<file path="src/rtl/search_ctrl.sv">
// Search controller: sequences an external searcher through reset/run/ack
// handshakes and collects match addresses into a first-word-fall-through FIFO.
module search_ctrl #(
  parameter int unsigned FIFO_DEPTH = 8,
  parameter int unsigned TIMEOUT    = 1024,
  parameter logic [7:0]  NO_MATCH   = 8'hFF
) (
  input  logic                          CLK100MHZ,
  input  logic                          reset,
  input  logic                          cmd_start,
  input  logic [7:0]                    cmd_p,
  input  logic [7:0]                    cmd_pl,
  input  logic [7:0]                    cmd_b,
  input  logic [7:0]                    cmd_bl,
  output logic [7:0]                    p,
  output logic [7:0]                    pl,
  output logic [7:0]                    b,
  output logic [7:0]                    bl,
  output logic                          s_reset,
  output logic                          activate,
  input  logic                          done,
  input  logic [7:0]                    found,
  input  logic                          res_rd,
  output logic [7:0]                    res_data,
  output logic                          res_empty,
  output logic [$clog2(FIFO_DEPTH):0]   res_count,
  output logic                          busy,
  output logic                          cmd_done,
  output logic                          overflow,
  output logic                          timeout
);

  localparam int unsigned AW = $clog2(FIFO_DEPTH);
  localparam int unsigned CW = AW + 1;
  localparam int unsigned WW = $clog2(TIMEOUT) + 1;
  localparam logic [CW-1:0] FULL_CNT = CW'(FIFO_DEPTH);
  localparam logic [WW-1:0] WAIT_LAST = WW'(TIMEOUT - 1);

  localparam logic [2:0] S_IDLE   = 3'd0;
  localparam logic [2:0] S_RST    = 3'd1;
  localparam logic [2:0] S_SETTLE = 3'd2;
  localparam logic [2:0] S_ACT    = 3'd3;
  localparam logic [2:0] S_ACK    = 3'd4;
  localparam logic [2:0] S_FIN    = 3'd5;

  logic [2:0]    r_state;
  logic [2:0]    w_next;
  logic [WW-1:0] r_wait;
  logic [7:0]    r_p, r_pl, r_b, r_bl;
  logic [7:0]    r_mem [FIFO_DEPTH];
  logic [AW-1:0] r_wr_ptr, r_rd_ptr;
  logic [CW-1:0] r_count;
  logic          r_overflow, r_timeout;
  logic          w_accept, w_push, w_pop, w_full, w_set_ovf, w_set_to;

  assign w_accept = (r_state == S_IDLE) && cmd_start;
  assign w_full   = (r_count == FULL_CNT);
  assign w_pop    = res_rd && (r_count != '0);

  always_comb begin
    w_next    = r_state;
    w_push    = 1'b0;
    w_set_ovf = 1'b0;
    w_set_to  = 1'b0;
    case (r_state)
      S_IDLE:   if (cmd_start) w_next = S_RST;
      S_RST:    w_next = S_SETTLE;
      S_SETTLE: w_next = S_ACT;
      S_ACT: begin
        if (done) begin
          if (found == NO_MATCH) begin
            w_next = S_FIN;
          end else if (!w_full) begin
            w_push = 1'b1;
            w_next = S_ACK;
          end else begin
            w_set_ovf = 1'b1;
            w_next    = S_FIN;
          end
        end else if (r_wait == WAIT_LAST) begin
          w_set_to = 1'b1;
          w_next   = S_FIN;
        end
      end
      S_ACK: begin
        if (!done) begin
          w_next = S_ACT;
        end else if (r_wait == WAIT_LAST) begin
          w_set_to = 1'b1;
          w_next   = S_FIN;
        end
      end
      S_FIN:    w_next = S_IDLE;
      default:  w_next = S_IDLE;
    endcase
  end

  always_ff @(posedge CLK100MHZ) begin
    if (reset) begin
      r_state    <= S_IDLE;
      r_wait     <= '0;
      r_p        <= '0;
      r_pl       <= '0;
      r_b        <= '0;
      r_bl       <= '0;
      r_wr_ptr   <= '0;
      r_rd_ptr   <= '0;
      r_count    <= '0;
      r_overflow <= 1'b0;
      r_timeout  <= 1'b0;
    end else begin
      r_state <= w_next;
      // Any state change restarts the wait count; only ACT/ACK accumulate.
      if (w_next != r_state)
        r_wait <= '0;
      else if (r_state == S_ACT || r_state == S_ACK)
        r_wait <= r_wait + WW'(1);
      else
        r_wait <= '0;

      if (w_accept) begin
        r_p        <= cmd_p;
        r_pl       <= cmd_pl;
        r_b        <= cmd_b;
        r_bl       <= cmd_bl;
        r_wr_ptr   <= '0;
        r_rd_ptr   <= '0;
        r_count    <= '0;
        r_overflow <= 1'b0;
        r_timeout  <= 1'b0;
      end else begin
        if (w_push) r_wr_ptr <= r_wr_ptr + AW'(1);
        if (w_pop)  r_rd_ptr <= r_rd_ptr + AW'(1);
        case ({w_push, w_pop})
          2'b10:   r_count <= r_count + CW'(1);
          2'b01:   r_count <= r_count - CW'(1);
          default: r_count <= r_count;
        endcase
        if (w_set_ovf) r_overflow <= 1'b1;
        if (w_set_to)  r_timeout  <= 1'b1;
      end
    end
  end

  always_ff @(posedge CLK100MHZ) begin
    if (w_push && !reset) r_mem[r_wr_ptr] <= found;
  end

  assign p         = r_p;
  assign pl        = r_pl;
  assign b         = r_b;
  assign bl        = r_bl;
  assign s_reset   = reset || (r_state == S_RST);
  assign activate  = (r_state == S_ACT);
  assign busy      = (r_state != S_IDLE);
  assign cmd_done  = (r_state == S_FIN);
  assign overflow  = r_overflow;
  assign timeout   = r_timeout;
  assign res_data  = r_mem[r_rd_ptr];
  assign res_empty = (r_count == '0);
  assign res_count = r_count;

endmodule

</file>
<file path="config.mk">
export PLATFORM = sky130hd
export DESIGN_NAME = search_ctrl
export DESIGN_NICKNAME = d
export VERILOG_FILES = /design/src/rtl/search_ctrl.sv
export SDC_FILE = /design/constraint.sdc
export NUM_CORES = 1
export LEC_CHECK = 0
export BUFFER_PORTS_ARGS = -buffer_cell sky130_fd_sc_hd__buf_4
export CORE_MARGIN = 1.5
export CORE_UTILIZATION = 30
export CTS_BUF_LIST = sky130_fd_sc_hd__clkbuf_4 sky130_fd_sc_hd__clkbuf_8
export DETAILED_ROUTE_END_ITERATION = 16
export HOLD_SLACK_MARGIN = 0.02
export SLEW_MARGIN = 20
export SYNTH_ARGS = -nofsm -noshare
export SYNTH_HDL_FRONTEND = slang
export SYNTH_SLANG_ARGS = --single-unit
</file>
<file path="constraint.sdc">
create_clock -name CLK100MHZ -period 2.7 [get_ports CLK100MHZ]
set_clock_uncertainty 0.2 [all_clocks]
set_input_delay 0.27 -clock CLK100MHZ [delete_from_list [all_inputs] [get_ports CLK100MHZ]]
set_output_delay 0.27 -clock CLK100MHZ [all_outputs]
set_load 0.02 [all_outputs]
</file>
Word level (Yosys, flattened, before mapping)
Memories as Yosys holds them, arrays and structs flattened. A register that Yosys moved wholly into a read port is not among the register bits.
Index checks and enable logic that the tools add are counted.
{"block": "word_totals", "ff_bits": 58, "ramBits": 64, "wordCells": 66, "mem_count": 1}
{"block": "op_classes", "n_addsub": 5, "eq_ne": 11, "mux": 24, "n_bitwise": 1, "n_reduce_logical": 13}
{"memory": "r_mem", "depth": 8, "word_bits": 8, "read_ports": 1, "rd_clocked_by_memory_dff": 1, "wr": 1, "line_no": "50", "source": "logic [7:0] r_mem [FIFO_DEPTH];"}
{"operator": "$mux 3", "count": 6}
{"operator": "$mux 1", "count": 15}
{"operator": "$pmux 3 s5", "count": 1}
{"operator": "$add 11x1->11 const B", "count": 1}
{"operator": "$eq 11x10->1 const B", "count": 1}
{"operator": "$eq 8x8->1 const B", "count": 1}
{"operator": "$pmux 4 s2", "count": 1}
{"operator": "$add 3x1->3 const B", "count": 2}
{"operator": "$eq 3x2->1 const B", "count": 2}
{"operator": "$eq 3x3->1 const B", "count": 2}
{"operator": "$add 4x1->4 const B", "count": 1}
{"operator": "$eq 4x4->1 const B", "count": 1}
{"operator": "$logic_not 4->1", "count": 1}
{"operator": "$reduce_bool 4->1", "count": 1}
{"operator": "$sub 4x1->4 const B", "count": 1}
{"operator": "$eq 3x1->1 const B", "count": 1}
{"operator": "$logic_and 1x1->1", "count": 3}
{"operator": "$logic_not 3->1", "count": 1}
{"operator": "$ne 3x3->1", "count": 1}
{"operator": "$reduce_bool 3->1", "count": 1}
{"operator": "$reduce_or 3->1", "count": 1}
{"operator": "$eq 2x1->1 const B", "count": 1}
{"operator": "$eq 2x2->1 const B", "count": 1}
{"operator": "$logic_or 1x1->1", "count": 2}
{"operator": "other kinds (5)", "count": 5}

Depth between registers and ports, before layout
{"block": "depth", "word_depth": 8, "mapped_depth": 12}

Worst setup path before layout
Ideal clock, no wire load.
{"block": "synth_path", "path_kind": "flip-flop to flip-flop", "startpoint": "register r_state[1]", "endpoint": "memory r_mem[0][0] (enable)", "setup_time_ns": 0.395, "t_arrival_ns": 1.932, "t_required_ns": 2.105, "slack_ns": 0.173, "path_stages_with_launch": 7, "n_path_buf": 1, "period_less_slack_ns": 2.527, "cell_sequence": "dfxtp_1 clkbuf_8 nand3b_1 clkinv_1 o211a_1 nand3_1 nor4_1"}
{"block": "synth_via", "elab_chain_cells": 5}
{"item": "start, declared", "line_no": "46", "source": "logic [2:0] r_state;"}
{"item": "start signal, assigned", "line_no": "112", "source": "r_state <= w_next;"}
{"item": "$eq 3x2->1"}
{"item": "net activate", "line_no": "20", "source": "output logic activate,"}
{"item": "$mux 1", "line_no": "65", "source": "case (r_state)"}
{"item": "$logic_and 1x1->1", "line_no": "146", "source": "if (w_push && !reset) r_mem[r_wr_ptr] <= found;"}
{"item": "$mux 1", "line_no": "146"}
{"item": "$mux 1 (implied by the code)", "line_no": "146"}
{"item": "end, declared", "line_no": "50"}
The timed path passes the listed nets, and every way through them passes these cells.

Worst setup path after layout
{"block": "layout_path", "startpoint": "input port found[5]", "endpoint": "register r_count[3] (netlist: res_count[3])"}
{"block": "layout_via", "elab_chain_cells": 6, "elab_cells_between_ends": 8, "classes_between": "eq/ne (3); mux (4); reduce/logical (1)"}
{"item": "start, declared", "line_no": "22", "source": "input logic [7:0] found,"}
{"item": "$eq 8x8->1 *", "line_no": "71", "source": "if (found == NO_MATCH) begin"}
{"item": "$mux 1 *", "line_no": "71"}
{"item": "$mux 1 *", "line_no": "70", "source": "if (done) begin"}
{"item": "$mux 1 *", "line_no": "65"}
{"item": "$eq 2x1->1 / $eq 2x2->1 (equally long branches)", "line_no": "134", "source": "case ({w_push, w_pop})"}
{"item": "$pmux 4 s2 / $reduce_bool 2->1 (equally long branches)"}
{"item": "end signal, assigned", "line_no": "135", "source": "2'b10: r_count <= r_count + CW'(1);"}
{"item": "end signal, assigned", "line_no": "136", "source": "2'b01: r_count <= r_count - CW'(1);"}
{"item": "end signal, assigned", "line_no": "137", "source": "default: r_count <= r_count;"}
{"item": "end, declared", "line_no": "52", "source": "logic [CW-1:0] r_count;"}
Mark *: on every way between the ends. The rest lies on a longest branch, timed or not.
A chain may end at the register's enable or synchronous reset.

==> flow_metrics.env <==
export IMPL_cts_root_buf="clkbuf_8"
export IMPL_clock_fmax_ghz=0.391
export IMPL_p_leak_nw=2.50
export IMPL_drc_errors=0
export IMPL_syn_avg_cell_area_um2=12.2
export IMPL_synthCells=412
export IMPL_gp_congestion=0.795
export IMPL_fp_dieH_um=132
export IMPL_cts_sinks=125
export IMPL_crit_path_end_kind="register"
export IMPL_clkSlewWorstSetupHoldPaths_ns=0.08
export IMPL_cp_max_fo=9
export IMPL_hold_ws_ns=0.0558
export IMPL_status="finished, final reports clean"
export IMPL_min_period_over_period_pct=94.7
export IMPL_startpoint="found[5]"
export IMPL_setup_viol=0
export IMPL_yosys_warnings=0
export IMPL_reg2reg_slack_ns=0.22
export IMPL_netlist_area_um2=5030
export IMPL_port_buffers=95
export IMPL_grt_pass1_wl_um=19500
export IMPL_antenna_left=0
export IMPL_syn_nets=464
export IMPL_maxSlewViolCount=0
export IMPL_die_w_um=132
export IMPL_clockBufferDepth=2
export IMPL_rr_startpoint="r_state[0]"
export IMPL_cap_violations=0
export IMPL_ir_worst_vdd_mv=0.390
export IMPL_hold_class="input port to register"
export IMPL_worstMarginPinSlew_ns=0.575
export IMPL_totalWireLength_um=11800
export IMPL_cts_tree="yes"
export IMPL_start_util_pct=30.5
export IMPL_dpl_cell_area_um2=6010
export IMPL_grt_overflow=0
export IMPL_synth_main_ff_cell="edfxtp_1"
export IMPL_synth_distinct_cells=48
export IMPL_start_kind="input port"
export IMPL_antenna_cells=0
export IMPL_drive_above_1_share_pct=31.3
export IMPL_rows=47
export IMPL_n_fill_cell=1551
export IMPL_htree_levels=4
export IMPL_die_area_um2=17500
export IMPL_hpwl_um=7390
export IMPL_area_growth_pct=36.7
export IMPL_nets=620
export IMPL_synth_edf_count=64
export IMPL_detail_route_first_pass_iterations=6
export IMPL_core_area_um2=16500
export IMPL_ys_seq_elements=125
export IMPL_grt_max_degree=39
export IMPL_drt_iter0_drc=296
export IMPL_crit_required_ns=2.88
export IMPL_fin_area_um2=6870
export IMPL_fin_crit_ns=2.56
export IMPL_timing_reg2reg_worst_path_depth=10
export IMPL_synth_seq_area_share_pct=62.5
export IMPL_wl_per_cell_um=14.8
export IMPL_cp_arrival_ns=2.74
export IMPL_r2r_end="res_count[3]"
export IMPL_endpoint="res_count[3]"
export IMPL_max_slew_margin_pct=61.3
export IMPL_numCtsBuffers=17
export IMPL_p_per_area_nw_per_um2=598
export IMPL_clk_latency_ns=0.44
export IMPL_io_pins=96
export IMPL_antenna_found_initial=0
export IMPL_critPathKind="input port to register"
export IMPL_fin_util_pct=41.7
export IMPL_track_usage_pct=14.4
export IMPL_async_flop_share_pct=0
export IMPL_viasPerCell=4.64
export IMPL_hold_viol_final=0
export IMPL_dr_total_vias=3713
export IMPL_grt_pass1_vias=3840
## Yosys cell counts, types with 2 or more instances
library cell	n	area (um^2)
nor3_1	10	50.1
a41oi_2	2	32.5
xnor2_1	8	70.1
or3_1	2	12.5
a31oi_1	2	12.5
a21oi_1	42	210
ha_1	6	75.1
nand4_1	4	25.0
buf_1	3	11.3
mux2_2	8	90.1
dfxtp_1	61	1220
nor4_1	3	18.8
nor2_1	24	90.1
xor2_1	5	43.8
mux4_2	16	360
buf_2	5	25.0
nand3_1	5	25.0
and2_1	2	12.5
o21ai_0	6	30.0
a211oi_1	6	45.0
mux2i_1	3	30.0
edfxtp_1	64	1920
clkbuf_1	11	41.3
o31ai_1	3	22.5
inv_1	13	48.8
nand2_1	74	278
o211ai_1	2	15.0
nand2b_1	2	12.5
## report_power, final
part | switching (mW) | internal [mW]
sequential | 0.0409 | 2.05
clock | 0.798 | 0.645
combinational | 0.321 | 0.256
total | 1.16 | 2.95
## worst min-delay path by stage
stage / from / endpoint / slack, ns / depth (start not counted)
5_1_grt: reset / bl[0] / 0.05 / 2
6_report: reset / bl[0] / 0.06 / 2
3_5_place_dp: p[1] / p[1] / 0.25 / 2
2_1_floorplan: found[0] / r_mem[0][0] / 0.17 / 0
4_1_cts: reset / p[5] / 0.03 / 2
3_3_place_gp: bl[3] / bl[3] / 0.24 / 2
## critical path, cell delays in order
cell	delay [ns]
dlygate4sd3_1	0.53
buf_4	0.16
nand4_1	0.18
o211a_1	0.32
nand2_1	0.09
ha_2	0.20
ha_1	0.23
a21o_1	0.19
a21oi_2	0.14
mux2i_1	0.23
mux2i_1	0.19
## sequential cells by signal (all words and copies together) (netlist names), named ones only
signal / flops
b: 8
bl: 8
overflow: 1
p: 8
pl: 8
r_mem: 64
r_rd_ptr: 3
r_state: 3
r_wait: 11
r_wr_ptr: 3
res_count: 4
timeout: 1
## what timing repair did
action / 4_1_cts / 5_1_grt
hold buffers: 41 / 0
hold endpoints to repair: 98 / 0
gates resized for setup: 0 / 9
setup endpoints to repair: 0 / 2
setup buffers: 0 / 9
## layout by cell type (no fill, tap or decap), types with 2 or more instances in the layout
cell type | Yosys | final
clkinvlp_4 | 0 | 2
buf_4 | 1 | 112
nand2b_1 | 2 | 2
nor3_1 | 10 | 10
dlygate4sd3_1 | 0 | 41
nor4_1 | 3 | 3
o211ai_1 | 2 | 2
clkinv_1 | 1 | 3
or3_1 | 2 | 2
nand2_1 | 74 | 74
buf_6 | 1 | 7
xnor2_1 | 8 | 8
o31ai_1 | 3 | 3
clkinv_4 | 0 | 5
xor2_1 | 5 | 5
a31oi_1 | 2 | 2
clkbuf_8 | 1 | 17
nor2_1 | 24 | 24
mux2_2 | 8 | 8
a41oi_2 | 2 | 2
inv_1 | 13 | 13
a211oi_1 | 6 | 6
inv_6 | 0 | 2
inv_8 | 0 | 2
ha_1 | 6 | 5
nand3_1 | 5 | 5
mux2i_1 | 3 | 3
mux4_2 | 16 | 16
dfxtp_1 | 61 | 61
nand4_1 | 4 | 4
a21oi_1 | 42 | 41
o21ai_0 | 6 | 6
and2_1 | 2 | 2
edfxtp_1 | 64 | 64
## metal layers
metal | part of all wire (%) | vias up | GRT usage (%)
met4 | 1.3 | 0 | 5.68
met5 | 0 | - | 0
li1 | - | 1801 | -
met1 | 42 | 1754 | 16.9
met2 | 49 | 144 | 23.9
met3 | 7.9 | 14 | 5.56
## cells by family (layout without fill, tap and decap cells)
logic type	Yosys count	in the layout	synth area share, %
AO/OA/AOI/OAI	69	69	8.41
adder cells (fa/ha/maj)	7	7	1.89
AND/OR/NAND/NOR	134	134	12.0
flip-flops	125	125	62.5
multiplexers	27	27	9.56
buffers and inverters	37	206	3.33
XOR/XNOR	13	13	2.26
## area by class of cell
type,count,area [um^2],share of cell area (%)
repair buffers,160,1330,19.3
flip-flops and latches,125,3140,45.7
well taps,220,275,4.00
inverters,14,52.6,0.764
clock inverters,15,116,1.69
multi-input cells,250,1720,25.1
clock buffers,17,234,3.40
## per-stage QoR
stage	instances	total power, mW	setup WS (ns)	setup TNS, ns
after global placement	719	2.64	0.177	0
after floorplan	412	2.43	0.173	0
final	801	4.11	0.142	0
after detailed placement	719	2.65	0.116	0
after CTS	792	4.14	0.0476	0
after global routing	801	4.30	-0.0119	-0.0119
Power figures use the tool's default switching activity.
